## config.mk

```make
export PLATFORM = sky130hd
export DESIGN_NAME = lsu_wbuf
export DESIGN_NICKNAME = d
export VERILOG_FILES = /design/src/rtl/lsu_wbuf_pkg.sv /design/src/rtl/lsu_wbuf_st_fmt.sv /design/src/rtl/lsu_wbuf.sv
export SDC_FILE = /design/constraint.sdc
export NUM_CORES = 1
export LEC_CHECK = 0
export CAP_MARGIN = 10
export CORE_MARGIN = 2
export CORE_UTILIZATION = 52
export DETAILED_ROUTE_END_ITERATION = 6
export GPL_TIMING_DRIVEN = 0
export PLACE_DENSITY = 0.76
export REMOVE_ABC_BUFFERS = 1
export SLEW_MARGIN = 25
export SYNTH_ARGS = -nofsm -noshare
export SYNTH_HDL_FRONTEND = slang
export SYNTH_SLANG_ARGS = --single-unit
export TNS_END_PERCENT = 10
```

## constraint.sdc

```tcl
create_clock -name clk -period 3.5 [get_ports clk]
set_clock_uncertainty 0.15 [all_clocks]
set_input_delay 0.7 -clock clk [delete_from_list [all_inputs] [get_ports clk]]
set_output_delay 0.7 -clock clk [all_outputs]
set_load 0.01 [all_outputs]
```

## src/rtl/lsu_wbuf_pkg.sv

```systemverilog
`default_nettype none
// ============================================================================
// Module   : lsu_wbuf_pkg
// Brief    : Shared LSU definitions: LS_SEL codes, write-buffer FSM states,
//            bus size codes and the buffered store entry layout.
// Revision : 1.0
// ============================================================================
package lsu_wbuf_pkg;

    // Load/store selector codes carried down the pipe from decode
    localparam logic [3:0] c_LS_SEL_NONE = 4'd0;
    localparam logic [3:0] c_LS_SEL_LB   = 4'd1;
    localparam logic [3:0] c_LS_SEL_LBU  = 4'd2;
    localparam logic [3:0] c_LS_SEL_LH   = 4'd3;
    localparam logic [3:0] c_LS_SEL_LHU  = 4'd4;
    localparam logic [3:0] c_LS_SEL_LW   = 4'd5;
    localparam logic [3:0] c_LS_SEL_LWL  = 4'd6;
    localparam logic [3:0] c_LS_SEL_LWR  = 4'd7;
    localparam logic [3:0] c_LS_SEL_SB   = 4'd8;
    localparam logic [3:0] c_LS_SEL_SH   = 4'd9;
    localparam logic [3:0] c_LS_SEL_SW   = 4'd10;
    localparam logic [3:0] c_LS_SEL_SWL  = 4'd11;
    localparam logic [3:0] c_LS_SEL_SWR  = 4'd12;

    // Write-buffer drain FSM encodings
    localparam logic [1:0] c_ST_IDLE = 2'd0;
    localparam logic [1:0] c_ST_REQ  = 2'd1;
    localparam logic [1:0] c_ST_WAIT = 2'd2;

    localparam logic [1:0] c_SIZE_BYTE = 2'd0;
    localparam logic [1:0] c_SIZE_HALF = 2'd1;
    localparam logic [1:0] c_SIZE_WORD = 2'd2;

    localparam int c_WBUF_DEPTH = 4;

    typedef struct packed {
        logic [31:0] addr;
        logic [1:0]  size;
        logic [3:0]  wstrb;
        logic [31:0] wdata;
    } wbuf_entry_t;

    function automatic logic is_store(input logic [3:0] sel);
        return (sel == c_LS_SEL_SB)  || (sel == c_LS_SEL_SH)  ||
               (sel == c_LS_SEL_SW)  || (sel == c_LS_SEL_SWL) ||
               (sel == c_LS_SEL_SWR);
    endfunction

endpackage
`default_nettype wire

```

## src/rtl/lsu_wbuf_st_fmt.sv

```systemverilog
`default_nettype none
// ============================================================================
// Module   : st_fmt
// Brief    : Combinational store formatter: turns a store selector, byte
//            address and rt value into a lane-aligned bus write entry.
// Revision : 1.0
// ============================================================================
module st_fmt
    import lsu_wbuf_pkg::*;
(
    input  logic [3:0]  i_sel,
    input  logic [31:0] i_addr,
    input  logic [31:0] i_rt,
    output logic        o_is_st,
    output wbuf_entry_t o_entry
);

    logic [1:0]  w_a;
    logic [31:0] w_word_addr;

    assign w_a         = i_addr[1:0];
    assign w_word_addr = {i_addr[31:2], 2'b00};
    assign o_is_st     = is_store(i_sel);

    always_comb begin
        o_entry = '0;
        case (i_sel)
            c_LS_SEL_SB: begin
                o_entry.addr  = i_addr;
                o_entry.size  = c_SIZE_BYTE;
                o_entry.wstrb = 4'b0001 << w_a;
                o_entry.wdata = {4{i_rt[7:0]}};
            end
            c_LS_SEL_SH: begin
                o_entry.addr  = i_addr;
                o_entry.size  = c_SIZE_HALF;
                o_entry.wstrb = w_a[1] ? 4'b1100 : 4'b0011;
                o_entry.wdata = {2{i_rt[15:0]}};
            end
            c_LS_SEL_SW: begin
                o_entry.addr  = w_word_addr;
                o_entry.size  = c_SIZE_WORD;
                o_entry.wstrb = 4'b1111;
                o_entry.wdata = i_rt;
            end
            // SWL writes the high-order bytes of rt into the low lanes up to a
            c_LS_SEL_SWL: begin
                o_entry.addr = w_word_addr;
                o_entry.size = c_SIZE_WORD;
                case (w_a)
                    2'd0:    begin o_entry.wstrb = 4'b0001; o_entry.wdata = {24'b0, i_rt[31:24]}; end
                    2'd1:    begin o_entry.wstrb = 4'b0011; o_entry.wdata = {16'b0, i_rt[31:16]}; end
                    2'd2:    begin o_entry.wstrb = 4'b0111; o_entry.wdata = {8'b0,  i_rt[31:8]};  end
                    default: begin o_entry.wstrb = 4'b1111; o_entry.wdata = i_rt;                  end
                endcase
            end
            c_LS_SEL_SWR: begin
                o_entry.addr = w_word_addr;
                o_entry.size = c_SIZE_WORD;
                case (w_a)
                    2'd0:    begin o_entry.wstrb = 4'b1111; o_entry.wdata = i_rt;                  end
                    2'd1:    begin o_entry.wstrb = 4'b1110; o_entry.wdata = {i_rt[23:0], 8'b0};  end
                    2'd2:    begin o_entry.wstrb = 4'b1100; o_entry.wdata = {i_rt[15:0], 16'b0}; end
                    default: begin o_entry.wstrb = 4'b1000; o_entry.wdata = {i_rt[7:0], 24'b0};  end
                endcase
            end
            default: o_entry = '0;
        endcase
    end

endmodule
`default_nettype wire

```

## src/rtl/lsu_wbuf.sv

```systemverilog
`default_nettype none
// ============================================================================
// Module   : lsu_wbuf
// Brief    : 4-entry in-order store write buffer draining to a req/addr_ok/
//            data_ok bus, with a combinational word-overlap load hazard check.
// Revision : 1.0
// ============================================================================
module lsu_wbuf
    import lsu_wbuf_pkg::*;
(
    input  logic        clk,
    input  logic        rst,
    input  logic        st_valid,
    input  logic [3:0]  st_sel,
    input  logic [31:0] st_addr,
    input  logic [31:0] st_rt_data,
    output logic        st_ready,
    input  logic        ld_check_valid,
    input  logic [31:0] ld_check_addr,
    output logic        ld_hazard,
    output logic        wbuf_empty,
    output logic        data_req,
    output logic        data_wr,
    output logic [1:0]  data_size,
    output logic [31:0] data_addr,
    output logic [3:0]  data_wstrb,
    output logic [31:0] data_wdata,
    input  logic        data_addr_ok,
    input  logic        data_data_ok
);

    wbuf_entry_t r_mem [c_WBUF_DEPTH];
    logic [1:0]  r_head;
    logic [1:0]  r_tail;
    logic [2:0]  r_count;
    logic [2:0]  w_count_nxt;
    logic [1:0]  r_state;
    logic [1:0]  w_state_nxt;

    logic        w_is_st;
    wbuf_entry_t w_fmt;
    wbuf_entry_t w_head;
    logic        w_push;
    logic        w_pop;
    logic        w_drive;
    logic        w_hit;
    logic        w_unused;

    st_fmt u_st_fmt (
        .i_sel   (st_sel),
        .i_addr  (st_addr),
        .i_rt    (st_rt_data),
        .o_is_st (w_is_st),
        .o_entry (w_fmt)
    );

    // Full blocks a push even when a pop retires an entry in the same cycle
    assign st_ready = (r_count != 3'd4);
    assign w_push   = st_valid & st_ready & w_is_st;
    assign w_pop    = (r_state == c_ST_WAIT) & data_data_ok;

    always_comb begin
        w_count_nxt = r_count;
        case ({w_push, w_pop})
            2'b10:   w_count_nxt = r_count + 3'd1;
            2'b01:   w_count_nxt = r_count - 3'd1;
            default: w_count_nxt = r_count;
        endcase
    end

    // Looking at the next count lets a push into an empty buffer request next cycle
    always_comb begin
        w_state_nxt = r_state;
        case (r_state)
            c_ST_IDLE: if (w_count_nxt != 3'd0) w_state_nxt = c_ST_REQ;
            c_ST_REQ:  if (data_addr_ok)        w_state_nxt = c_ST_WAIT;
            c_ST_WAIT: if (w_pop)               w_state_nxt = (w_count_nxt != 3'd0) ? c_ST_REQ : c_ST_IDLE;
            default:                            w_state_nxt = c_ST_IDLE;
        endcase
    end

    always_ff @(posedge clk or posedge rst) begin
        if (rst) begin
            r_head  <= 2'd0;
            r_tail  <= 2'd0;
            r_count <= 3'd0;
            r_state <= c_ST_IDLE;
        end else begin
            if (w_push) r_tail <= r_tail + 2'd1;
            if (w_pop)  r_head <= r_head + 2'd1;
            r_count <= w_count_nxt;
            r_state <= w_state_nxt;
        end
    end

    always_ff @(posedge clk) begin
        if (w_push) r_mem[r_tail] <= w_fmt;
    end

    assign w_head     = r_mem[r_head];
    assign w_drive    = (r_state != c_ST_IDLE);
    assign data_req   = (r_state == c_ST_REQ);
    assign data_wr    = 1'b1;
    assign data_size  = w_drive ? w_head.size  : 2'd0;
    assign data_addr  = w_drive ? w_head.addr  : 32'd0;
    assign data_wstrb = w_drive ? w_head.wstrb : 4'd0;
    assign data_wdata = w_drive ? w_head.wdata : 32'd0;
    assign wbuf_empty = (r_count == 3'd0) & (r_state == c_ST_IDLE);

    // Scan occupied slots head-relative so wrapped entries are covered
    always_comb begin
        w_hit = 1'b0;
        for (int k = 0; k < c_WBUF_DEPTH; k++) begin
            if ((3'(k) < r_count) &&
                (r_mem[r_head + 2'(k)].addr[31:2] == ld_check_addr[31:2]))
                w_hit = 1'b1;
        end
    end

    assign ld_hazard = ld_check_valid & w_hit;
    assign w_unused  = &{1'b0, ld_check_addr[1:0]};

endmodule
`default_nettype wire

```

==> impl_metrics.json <==
{
  "ys_seq_elements": 289,
  "first_global_vias": 11973,
  "violations": "negative setup slack",
  "min_period_ps": 4620,
  "coreArea_mm2": 0.0315,
  "port_buffers": 177,
  "synthCells": 1272,
  "crit_path_top_delay_cell": "dfrtp_4",
  "r2r_end": "r_state[0]",
  "fin_cells": 1853,
  "dp_cells": 1772,
  "cp-end-kind": "primary output",
  "worst_slew_pin_slew_ps": 1030,
  "drt-pass1-iter-count": 5,
  "netlist_area_mm2": 0.0165,
  "fmax_mhz": 217,
  "p_int_mw": 9.72,
  "slowest_delay_ps": 520,
  "via_per_inst": 6.43,
  "cts_root_buf": "clkbuf_16",
  "cts_max_path_buffers": 3,
  "cp_data_arrival_time_ps": 3770,
  "synthFlopType": "edfxtp_1",
  "cp-startpoint": "r_head[1]",
  "antenna_found_initial": 5,
  "cellLeakagePower_nw": 7.57,
  "cap_violations": 0,
  "path_max_fanout": 5,
  "switchingPower_mw": 5.47,
  "final_antenna_net_count": 0,
  "h-tree-depth": 1,
  "die_w_um": 182,
  "dpl.hpwl_mm": 33.5,
  "place_area_mm2": 0.0187,
  "ys_types": 67,
  "status": "finished with violations",
  "layout-drive-gt1-share_pct": 16.4,
  "finalMaxSlewViolations": 0,
  "synth_top_area_share_pct": 50.8,
  "worstHoldPathType": "input pin to async pin",
  "wl_met3_mm": 3.46,
  "top_layer_used": "met5",
  "overflow": 0,
  "crit_type": "register to primary output",
  "nFillCells": 2310,
  "r2r_slack_ps": 470,
  "syn_avg_cell_area_um2": 13.0,
  "ir_drop_mv": 0.586,
  "rsz0062_at_grt": "yes",
  "clkSlewWorstSetupHoldPaths_ps": 60,
  "critPathLaunchType": "register",
  "switching_share_pct": 36.0,
  "setup_viol": 25,
  "sequential_cell_area_mm2": 0.00864,
  "yosysTopAreaCell": "edfxtp_1",
  "drc_errors": 0,
  "synth_edf_count": 280,
  "wl_per_cell_um": 26.8,
  "cts_hold_buf": 0,
  "ys_seq_area_share_pct": 52.2,
  "synthToLayoutAreaGrowth_pct": 23.5,
  "track_usage_pct": 29.7,
  "cpMostUsedCell": "buf_16",
  "grt_pass1_wl_mm": 74.0,
  "yosysWarnings": 0,
  "pwr-share-seq_pct": 27.9,
  "clk_latency_ps": 590,
  "ios": 181,
  "die_y_um": 182,
  "combPwrFrac_pct": 51.1,
  "wl_met2_mm": 24.3,
  "synth_area_leaders": "edfxtp_1 (51%), mux2i_1 (8.7%), mux4_2 (8.6%)",
  "synthArstFlopShare_pct": 3.11,
  "grt_max_degree": 50,
  "slew_headroom_pct": 31.4,
  "initial_core_util_pct": 52.6,
  "cts_buffers": 31,
  "clkPwrFrac_pct": 21.0,
  "multi_input_area_mm2": 0.00753,
  "cts_sinks": 289,
  "wl_met1_mm": 20.1,
  "rows": 65,
  "setup_slack_ps": -1120,
  "drt_iter0_markers": 1062,
  "rr_startpoint": "r_count[0]",
  "finalWeightedCongestion": 0.921,
  "cts_tree": "yes",
  "fin_crit_sh_pct": 132,
  "ff2ff_path_depth": 13,
  "drt-total-wl_mm": 49.7,
  "fin_area_mm2": 0.0204,
  "dieArea_mm2": 0.0333,
  "num-nets-final": 1547,
  "hold_viol_final": 0,
  "powerDensity_mw_per_mm2": 743,
  "via_count": 11915,
  "path_cells": "buf_16, buf_16, buf_16, mux4_2, a222oi_1, o2111ai_2, a2111oi_4, nand4_1, o22a_1, o311ai_4, buf_2",
  "critPathRequiredTime_ps": 2650
}
[what timing repair did]
| action | in CTS | in global routing |
|---|---|---|
| gates cloned | 9 | 0 |
| buffers inserted | 15 | 3 |
| setup endpoints to repair | 355 | 69 |
| gates resized for setup | 50 | 52 |
| pin swaps | 7 | 5 |
[worst max-delay path: cells and delay by family (launching register included)]
kind / cells / cell delay, ps
buffers and inverters: 4 / 610
DFF: 1 / 520
AOI/OAI and AO/OA: 5 / 1450
muxes: 1 / 330
and+or+nand+nor: 1 / 240
[stage by stage]
| stage | hold WS [ps] | worst slack, ps | TNS (ps) | util (%) | power, mW |
|---|---|---|---|---|---|
| after global routing | 256 | -1150 | -6240 | 64.9 | 15.8 |
| after global placement | 409 | -10360 | -2238000 | 58.1 | 9.49 |
| after CTS | 223 | -1090 | -9630 | 64.3 | 15.1 |
| final | 236 | -1120 | -3240 | 64.9 | 15.2 |
| after detailed placement | 462 | -2040 | -511020 | 59.5 | 11.1 |
| after floorplan | 359 | -5110 | -516950 | - | 8.43 |
[power groups by stage]
stage          logic [mW]  registers (mW)  clock network, mW
6_report             7.77            4.24               3.18
3_5_place_dp         6.69            4.43                  0
2_1_floorplan        3.71            4.72                  0
5_1_grt              8.18            4.26               3.37
4_1_cts              7.68            4.23               3.23
3_3_place_gp         4.72            4.76                  0
[cells in the final DEF (no fill, tap or decap), drive strengths merged, types with 20 or more instances in the layout]
cell and count:
and2 21, nand2 97, mux2i 149, mux4 63
clkbuf 37, nor2 50, edfxtp 280, nor2b 85
mux2 27, buf 43, a211oi 27, a22oi 20
o22ai 24, xor2 37, dlymetal6s2s 27, inv 20
clkdlybuf4s50 141, a21oi 37, xnor2 40, o21ai 28
[cell usage after synthesis, drive strengths merged, types with 6 or more instances]
library cell / instances
and2: 21
nor2b: 85
o221ai: 9
a21oi: 37
xor2: 37
nor2: 50
a22oi: 20
nand4: 14
mux4: 63
and3: 7
o2111ai: 10
buf: 46
nand2: 97
mux2: 27
a22o: 12
inv: 19
o22ai: 24
o211ai: 6
clkbuf: 50
dfrtp: 9
o21ai: 28
a221oi: 7
mux2i: 149
ha: 11
nor4: 10
xnor2: 40
a211oi: 27
edfxtp: 280
a221o: 14
nor3: 9
[registers in the layout, summed over array words and instances (netlist names)]
signal   flops
r_count      3
r_state      2
r_head       2
r_tail       2
r_mem      280
[cell families (layout without fill, tap and decap cells)]
| group | count (synthesis) | after routing | synth area share [%] |
|---|---|---|---|
| multiplexers | 239 | 239 | 19.7 |
| other | 1 | 3 | 0.0227 |
| flip-flops | 289 | 289 | 52.2 |
| XOR/XNOR | 77 | 77 | 4.08 |
| AND/OR/NAND/NOR | 310 | 310 | 9.43 |
| buffers and inverters | 115 | 292 | 3.64 |
| adder cells (fa/ha/maj) | 11 | 11 | 0.832 |
| AO/OA/AOI/OAI | 230 | 230 | 10.1 |
[per-layer routing]
layer | global-route usage (%) | vias to the layer above
met1 | 39.0 | 5912
met5 | 0 | -
met2 | 50.8 | 611
li1 | - | 5278
met4 | 9.58 | 4
met3 | 4.71 | 110
[how the worst max path moves through the flow]
stage | to | slack, ps | cells after the start
global placement | ld_hazard | -10360 | 8
floorplan | ld_hazard | -5110 | 6
finish | ld_hazard | -1120 | 11
global route | ld_hazard | -1150 | 12
detailed placement | r_state[0] | -2040 | 14
CTS | ld_hazard | -1090 | 11
[area by class of cell]
| cell class | count | area share (%) |
|---|---|---|
| Antenna cell | 2 | 0.0245 |
| Clock buffer | 37 | 3.91 |
| Clock inverter | 15 | 0.857 |
| Inverter | 19 | 0.410 |
| Multi-Input combinational cell | 868 | 36.9 |
| Sequential cell | 289 | 42.3 |
| Tap cell | 402 | 2.46 |
| Timing Repair Buffer | 221 | 13.2 |
Power figures use the tool's default switching activity.
